`src/rtl/tick_stretcher_pkg.sv`:
```
// Shared definitions for the tick stretcher: FSM encoding, system clock rate
// and helpers used to size pulse timing parameters.
package tick_stretcher_pkg;

  typedef enum logic [1:0] {
    IDLE = 2'd0,
    ON   = 2'd1,
    OFF  = 2'd2
  } state_e;

  localparam int unsigned CLK_FREQ = 32'd100_000_000;

  function automatic int unsigned ms_to_cycles(input int unsigned ms);
    return (CLK_FREQ / 32'd1000) * ms;
  endfunction

  // Width of a down-counter that must hold max(on_t, off_t) - 1; never below 1 bit.
  function automatic int unsigned tmr_width(input int unsigned on_t, input int unsigned off_t);
    int unsigned m;
    m = (on_t > off_t) ? on_t : off_t;
    return (m > 32'd1) ? $clog2(m) : 32'd1;
  endfunction

endpackage

```
`src/rtl/tick_stretcher_phase_timer.sv`:
```
// Loadable down-counter that stops at zero; zero flags the last cycle of a phase.
module phase_timer #(
  parameter int unsigned W = 4
) (
  input  logic         clk,
  input  logic         reset,
  input  logic         load,
  input  logic [W-1:0] load_val,
  output logic         zero
);

  localparam logic [W-1:0] CNT_ZERO = {W{1'b0}};
  localparam logic [W-1:0] CNT_ONE  = W'(1);

  logic [W-1:0] cnt_q;
  logic [W-1:0] cnt_d;

  always_comb begin
    cnt_d = cnt_q;
    if (load) begin
      cnt_d = load_val;
    end else if (cnt_q != CNT_ZERO) begin
      cnt_d = cnt_q - CNT_ONE;
    end else begin
      cnt_d = cnt_q;
    end
  end

  always_ff @(posedge clk or negedge reset) begin
    if (!reset) begin
      cnt_q <= CNT_ZERO;
    end else begin
      cnt_q <= cnt_d;
    end
  end

  assign zero = (cnt_q == CNT_ZERO);

endmodule

```
`src/rtl/tick_stretcher.sv`:
```
// Stretches single-cycle ticks into ON/OFF pulses of fixed width, queueing
// ticks that arrive while a pulse is running in a saturating pending counter.
module tick_stretcher
  import tick_stretcher_pkg::*;
#(
  parameter int unsigned ON_TIME  = ms_to_cycles(32'd100),
  parameter int unsigned OFF_TIME = ms_to_cycles(32'd100),
  parameter int unsigned PEND_W   = 4
) (
  input  logic              clk,
  input  logic              reset,
  input  logic              tick_in,
  input  logic              clear,
  output logic              led_out,
  output logic              busy,
  output logic [PEND_W-1:0] pending,
  output logic              overflow
);

  localparam int unsigned       TMR_W     = tmr_width(ON_TIME, OFF_TIME);
  localparam logic [TMR_W-1:0]  TMR_ZERO  = {TMR_W{1'b0}};
  localparam logic [TMR_W-1:0]  ON_LOAD   = TMR_W'(ON_TIME - 32'd1);
  localparam logic [TMR_W-1:0]  OFF_LOAD  = TMR_W'(OFF_TIME - 32'd1);
  localparam logic [PEND_W-1:0] PEND_ZERO = {PEND_W{1'b0}};
  localparam logic [PEND_W-1:0] PEND_ONE  = PEND_W'(1);
  localparam logic [PEND_W-1:0] PEND_MAX  = {PEND_W{1'b1}};

  state_e              state_q, state_d;
  logic [PEND_W-1:0]   pend_q, pend_d;
  logic                ovf_q, ovf_d;
  logic                led_q, led_d;
  logic                busy_q, busy_d;
  logic                tmr_zero_s;
  logic                tmr_load_s;
  logic [TMR_W-1:0]    tmr_val_s;
  logic                go_s;
  logic                start_s;
  logic                inc_s;
  logic                dec_s;

  phase_timer #(
    .W (TMR_W)
  ) u_phase_timer (
    .clk      (clk),
    .reset    (reset),
    .load     (tmr_load_s),
    .load_val (tmr_val_s),
    .zero     (tmr_zero_s)
  );

  always_comb begin
    state_d    = state_q;
    pend_d     = pend_q;
    ovf_d      = ovf_q;
    tmr_load_s = 1'b0;
    tmr_val_s  = TMR_ZERO;
    start_s    = 1'b0;
    go_s       = tick_in | (pend_q != PEND_ZERO);
    inc_s      = 1'b0;
    dec_s      = 1'b0;

    if (clear) begin
      // Flush wins over everything, including a same-cycle tick.
      state_d    = IDLE;
      pend_d     = PEND_ZERO;
      ovf_d      = 1'b0;
      tmr_load_s = 1'b1;
      tmr_val_s  = TMR_ZERO;
    end else begin
      case (state_q)
        IDLE: begin
          if (go_s) begin
            state_d    = ON;
            start_s    = 1'b1;
            tmr_load_s = 1'b1;
            tmr_val_s  = ON_LOAD;
          end else begin
            state_d = IDLE;
          end
        end
        ON: begin
          if (tmr_zero_s) begin
            state_d    = OFF;
            tmr_load_s = 1'b1;
            tmr_val_s  = OFF_LOAD;
          end else begin
            state_d = ON;
          end
        end
        OFF: begin
          if (tmr_zero_s && go_s) begin
            state_d    = ON;
            start_s    = 1'b1;
            tmr_load_s = 1'b1;
            tmr_val_s  = ON_LOAD;
          end else if (tmr_zero_s) begin
            state_d = IDLE;
          end else begin
            state_d = OFF;
          end
        end
        default: begin
          state_d = IDLE;
        end
      endcase

      // A start drains the queue first; a tick is only consumed when the queue is empty.
      dec_s = start_s & (pend_q != PEND_ZERO);
      inc_s = tick_in & ~(start_s & (pend_q == PEND_ZERO));

      if (inc_s && !dec_s) begin
        if (pend_q == PEND_MAX) begin
          ovf_d = 1'b1;
        end else begin
          pend_d = pend_q + PEND_ONE;
        end
      end else if (dec_s && !inc_s) begin
        pend_d = pend_q - PEND_ONE;
      end else begin
        pend_d = pend_q;
      end
    end

    led_d  = (state_d == ON);
    busy_d = (state_d != IDLE);
  end

  always_ff @(posedge clk or negedge reset) begin
    if (!reset) begin
      state_q <= IDLE;
      pend_q  <= PEND_ZERO;
      ovf_q   <= 1'b0;
      led_q   <= 1'b0;
      busy_q  <= 1'b0;
    end else begin
      state_q <= state_d;
      pend_q  <= pend_d;
      ovf_q   <= ovf_d;
      led_q   <= led_d;
      busy_q  <= busy_d;
    end
  end

  assign led_out  = led_q;
  assign busy     = busy_q;
  assign pending  = pend_q;
  assign overflow = ovf_q;

endmodule

```
`config.mk`:
```
export PLATFORM = sky130hd
export DESIGN_NAME = tick_stretcher
export DESIGN_NICKNAME = d
export VERILOG_FILES = /design/src/rtl/tick_stretcher_pkg.sv /design/src/rtl/tick_stretcher_phase_timer.sv /design/src/rtl/tick_stretcher.sv
export SDC_FILE = /design/constraint.sdc
export NUM_CORES = 1
export LEC_CHECK = 0
export CAP_MARGIN = 20
export CELL_PAD_IN_SITES_DETAIL_PLACEMENT = 2
export CELL_PAD_IN_SITES_GLOBAL_PLACEMENT = 2
export CORE_MARGIN = 2
export CORE_UTILIZATION = 40
export DETAILED_ROUTE_END_ITERATION = 10
export DONT_BUFFER_PORTS = 1
export HOLD_SLACK_MARGIN = 0.06
export PLACE_DENSITY = 0.85
export SYNTH_ARGS = -nofsm -noshare
export SYNTH_HDL_FRONTEND = slang
export SYNTH_HIERARCHICAL = 1
export SYNTH_SLANG_ARGS = --single-unit
export TNS_END_PERCENT = 10
```
`constraint.sdc`:
```
create_clock -name clk -period 3.8 [get_ports clk]
set_input_delay 0.57 -clock clk [delete_from_list [all_inputs] [get_ports clk]]
set_output_delay 0.57 -clock clk [all_outputs]
set_load 0.02 [all_outputs]
```
## Word level (Yosys, flattened, before mapping)

Index checks and enable logic that the tools add are counted.

- Register bits: 33
- Bits of input ports: 4
- Output and inout port bits: 7
- Word-level logic and storage cells: 63

- Add/sub/neg operators: 3
- Equal/unequal tests: 5
- Muxes and demuxes: 27
- Bitwise logic cells: 5
- Reduce and logical (&&, ||, !) cells: 17

Operators with widths:

| kind | count |
|---|---|
| 24-bit 2-to-1 mux | 6 |
| 24-bit one-hot mux with 3 select lines | 1 |
| 24-bit logical NOT | 1 |
| 24-bit nonzero test | 1 |
| 24-bit by 1-bit subtractor with 24-bit output, second input constant | 1 |
| 4-bit 2-to-1 mux | 4 |
| 1-bit 2-to-1 mux | 9 |
| 2-bit 2-to-1 mux | 4 |
| 2-bit nonzero test | 4 |
| 2-bit one-hot mux with 3 select lines | 1 |
| 4-bit by 1-bit adder with 4-bit output, second input constant | 1 |
| 2-bit by 1-bit == test with 1-bit output, second input constant | 2 |
| 4-bit == test, second input constant | 1 |
| 4-bit logical NOT | 1 |
| 2-bit AND reduction | 2 |
| 4-bit nonzero test | 1 |
| 4-bit by 1-bit subtractor with 4-bit output, second input constant | 1 |
| 1-bit bitwise AND | 3 |
| 1-bit logical AND | 3 |
| 3-bit inequality test, second input constant | 1 |
| 1-bit one-hot mux with 3 select lines | 1 |
| 3-bit nonzero test | 1 |
| 2-bit == test, second input constant | 1 |
| 1-bit logical NOT | 2 |
| 4 further kinds | 4 |

## Longest topological paths before layout

Gate-level depths: netlist of the first run.

- Word-level depth: 14
- Depth in mapped cells: 14
- Depth with buffers taken out: 12

## By module

The synthesis of the first run kept the hierarchy.

Modules (own cells, without submodules):

| module | times used | cells an instance | area an instance (µm²) | sequential area each (µm²) |
|---|---|---|---|---|
| phase_timer | 1 | 164 | 1506.4 | 600.6 |
| tick_stretcher | 1 | 62 | 564.3 | 225.2 |

## Worst setup path before layout of the first run

No wires, ideal clock.

- Kind: flip-flop to flip-flop
- Start: reg u_phase_timer.cnt_q[6]
- End: reg pend_q[3] (netlist: pending[3])
- Arrival: 2.791 ns
- Slack: 0.928 ns
- Cell stages (with the launch flop): 11
- Path through: dfrtp_1 nor4_2 nand4_1 nor2_1 nor2b_4 o21ai_0 ha_1 a21oi_1 nand2_1 or4_4 o211ai_2

- Word-level cells in the longest chain between the ends: 12
- Elaborated cells between the ends (all ways): 18

Ends and longest elaborated chain:

| item | RTL line | text |
|---|---|---|
| start, declared | tick_stretcher_phase_timer.sv:15 | `logic [W-1:0] cnt_q;` |
| start signal, assigned | tick_stretcher_phase_timer.sv:33 | `cnt_q <= cnt_d;` |
| 24-bit logical NOT (*) | tick_stretcher_phase_timer.sv:37 | `assign zero = (cnt_q == CNT_ZERO);` |
| named net tmr_zero_s | tick_stretcher.sv:33 | `logic tmr_zero_s;` |
| 1-bit logical AND (*) | tick_stretcher.sv:91 | `if (tmr_zero_s && go_s) begin` |
| 1-bit 2-to-1 mux (*) | tick_stretcher.sv:91 |  |
| 1-bit one-hot mux with 2 select lines (*) | tick_stretcher.sv:70 | `case (state_q)` |
| 1-bit 2-to-1 mux (*) | tick_stretcher.sv:62 | `if (clear) begin` |
| 1-bit bitwise AND | tick_stretcher.sv:109 | `inc_s = tick_in & ~(start_s & (pend_q == PEND_ZERO));` |
| 1-bit inverter | tick_stretcher.sv:109 |  |
| 1-bit bitwise AND | tick_stretcher.sv:109 |  |
| 1-bit logical NOT | tick_stretcher.sv:117 | `end else if (dec_s && !inc_s) begin` |
| 1-bit logical AND | tick_stretcher.sv:117 |  |
| 3-bit nonzero test (no line) | -- |  |
| 2-bit AND reduction (no line) | -- |  |
| end signal, assigned | tick_stretcher.sv:137 | `pend_q <= pend_d;` |
| end, declared | tick_stretcher.sv:29 | `logic [PEND_W-1:0] pend_q, pend_d;` |

Mark *: on every way through the listed nets, which the timed path passes. The rest lies on a longest branch. The select of a mux whose other input is x is not followed.
A chain may end at the register's enable or synchronous reset.

## Final worst setup path of the first run

- Start: reg u_phase_timer.cnt_q[16]
- End: reg pend_q[3] (netlist: pending[3])

The elaborated chain is that of the path after synthesis.

==> flow_summary.toml, run 1 <==
[run_status]
status = "finished clean"

[placement]
port_buffers = 0
gp_routability_congestion = 0.7767
detailed_place_hpwl_um = 3809

[yosys]
post_synth_main_area_contributors = "dfrtp_1, xor2_1, o21ai_0"
yosysTopAreaCell = "dfrtp_1"
register_bit_total_from_synthesis = 33
syn-cell-area_um2 = 2071
netlist_instances = 226
dominantRegCellSynth = "dfrtp_1"
yosysUniqueCellTypes = 50
synth.top_cell.area_share_pct = 39.88
ys_warn_count = 6
synth_edf_count = 0
synth_sequential_area_ratio_pct = 39.88
postSynthAreaPerCell_um2 = 9.163
synthArstFlopShare_pct = 100.0

[route]
avgViaCountPerCell = 5.741
ant_nets = 0
route.detailed.wl_per_inst_um = 19.50
drcViolationCount = 0
drt_iter0_markers = 45
detailroute.via_count = 1774
top_signal_layer_used = "met4"
m1WireLength_um = 2700
detailroute.wirelength.met3_um = 184
met2RoutedLength_um = 3098
finalWirelength_um = 6024
drt-pass1-iter-count = 4

[final_layout]
area.growth.synth_to_final_pct = 11.06
final_net_count = 247
post_route_cells_drive_above_1_share_pct = 12.97
diodes = 0

[critical_path]
path_delay_family = "simple AND/OR/NAND/NOR gates"
timing.critical_path.required_ns = 4.02
critPathArrivalTime_ns = 3.73
crit_path_max_fanout = 12
critical-path-max-stage-delay_ns = 0.57
critical_path.n_buffers_inverters = 2
cp-end-kind = "flip-flop"
critical_path.startpoint_type = "flip-flop"
top_cell_by_count_worst_path = "buf_4"
critical_path.cell_chain = "nor4_1 -> nand4b_1 -> buf_4 -> nor2_1 -> buf_4 -> nor2b_4 -> o21ai_0 -> ha_1 -> a21oi_1 -> nand2_1 -> or4_4 -> o211ai_2"
path_class = "reg2reg"
timing.critical_path.slowest_stage_cell = "nor4_1"

[grt]
grt_pass1_vias = 1925
grt.total_usage_pct = 22.29
grt_antenna_before_repair = 0
grt_max_degree = 34
grt_first_pass_wirelength_um = 10320
globalRouteOverflowTotal = 0

[timing]
slew_limit_fails = 0
fin_worst_hold_slack_ns = 0.1043
unrepaired_setup_endpoints_after_global_routing = "false"
maxClockFrequency_ghz = 0.2851
fin_crit_sh_pct = 92.31
timing.max_slew.rel_slack_pct = 53.09
time_the_worst_path_needs_with_i_o_delays_and_setup_ns = 3.508
final-setup-viol-count = 0
tightestPinTransition_ns = 0.6963
finalSetupTns_ns = 0
final-hold-violation-count = 0
finClkSkew_ns = 0.006470

[clocking]
ctsRootBufferMaster = "clkbuf_8"
path_clk_slew_ns = 0.07
cts.htree.levels = 2
cts_repair_resize_count = 0
cts_setup_buffers = 0
cts_tree = "yes"
insertion_delay_of_the_later_clocked_pin_in_the_worst_skew_pair_ns = 0.29
clock_sink_count = 33
cts_buffers = 5
cts_max_path_buffers = 2

[run]
drv_cap = 0

[floorplan]
floorplan.die_area_um2 = 5768
core_um2 = 5042
die-height_um = 75.95
floorplan.rows = 26
die_x_um = 75.95
top_level_ports = 11
start_util_pct = 41.07

[pwr]
power_per_cell_area_nw_per_um2 = 717.4
finalPower_mw = 1.650
total_leakage_power_nw = 0.9721
vdd_drop_max_uv = 307.4

[min_path]
min-delay-path-class = "in2async"
-- what timing repair did --
| item | in CTS | in global routing |
|---|---|---|
| hold endpoints to repair | 33 | 0 |
| setup endpoints to repair | 0 | 0 |
| hold buffers | 1 | 0 |
-- cells by family after synthesis --
group,after synthesis,synth area share (%)
compound gates,53,15.65
flops,33,39.88
mux,8,4.109
xor+xnor,17,7.190
simple gates,90,25.32
fa+ha+maj,5,3.384
buf+inv,19,4.290
other cells,1,0.1811
-- layout make-up --
class	count	area, µm²
Sequential cell	33	825.8
Timing Repair Buffer	7	65.06
Tap cell	70	87.58
Clock buffer	7	96.34
Multi-Input combinational cell	183	1190
Fill cell	573	2743
Inverter	8	30.03
Clock inverter	1	5.005
-- path summary, 6_finish.rpt --
kind | startpoint | slack, ns | to | cells after the start
setup / recovery | u_phase_timer/cnt_q[16] | 0.29 | pending[3] | 12
hold / removal | reset | 0.10 | pending[2] | 1
setup reg to reg | u_phase_timer/cnt_q[16] | 0.29 | pending[3] | 12
hold reg to reg | overflow | 0.62 | overflow | 2
max in group asynchronous | reset | 3.52 | u_phase_timer/cnt_q[14] | 1
min in group clk | clear | 0.33 | overflow | 1
-- metrics by stage --
stage	instance area [µm²]	instances	setup slack [ns]	util [%]
global placement	2178	300	0.7348	43.20
global route	2300	309	0.1347	45.61
detailed placement	2178	300	0.5099	43.20
floorplan	2105	235	0.9283	-
finish	2300	309	0.2921	45.61
CTS	2300	309	0.3426	45.61
-- power by group --
part	switching, mW	leakage (nW)	internal (mW)	total, mW
Sequential	0.195	0.415	0.475	0.670
Clock	0.138	0.0542	0.164	0.302
Combinational	0.402	0.503	0.276	0.678
Total	0.736	0.972	0.914	1.65
-- registers in the layout, indices dropped and copies added (netlist names) --
signal / flops
overflow: 1
busy: 1
u_phase_timer/cnt_q: 24
led_out: 1
pending: 4
state_q: 2
-- layer usage --
layer	track usage, %	vias to the layer above
met5	0	-
met4	4.364	0
met3	4.167	6
met2	39.11	33
met1	28.92	910
li1	-	825
-- Yosys cell counts (3+ instances only) --
master,instances
mux2_2,4
or3_1,3
nor4_1,3
nand3_1,6
a21oi_1,13
clkbuf_1,7
nand2_1,24
mux2i_1,4
a211oi_1,3
nor2_1,19
xnor2_1,5
or4_1,7
dfrtp_1,33
nor3_1,4
o21ai_0,19
xor2_1,12
o31ai_1,8
inv_1,8
ha_1,4
-- placed cells by master (no fill, tap or decap), types with 6 or more instances in the layout --
cell / count
dfrtp_1: 33
nor2_1: 19
conb_1: 10
o31ai_1: 8
xor2_1: 12
or4_1: 7
nand2_1: 24
nand3_1: 6
buf_4: 6
o21ai_0: 19
clkbuf_8: 7
a21oi_1: 13
inv_1: 8
Power figures use the tool's default switching activity.
==> run 2, diff against run 1 <==
--- a/config.mk
+++ b/config.mk
@@ -10,6 +10,7 @@
 export CELL_PAD_IN_SITES_GLOBAL_PLACEMENT = 2
 export CORE_MARGIN = 2
 export CORE_UTILIZATION = 40
+export CTS_BUF_LIST = sky130_fd_sc_hd__clkbuf_8 sky130_fd_sc_hd__clkbuf_16
 export DETAILED_ROUTE_END_ITERATION = 10
 export DONT_BUFFER_PORTS = 1
 export HOLD_SLACK_MARGIN = 0.06
==> results of run 2 <==
No change in the layout: final DEF, timing and power equal those of run 1.
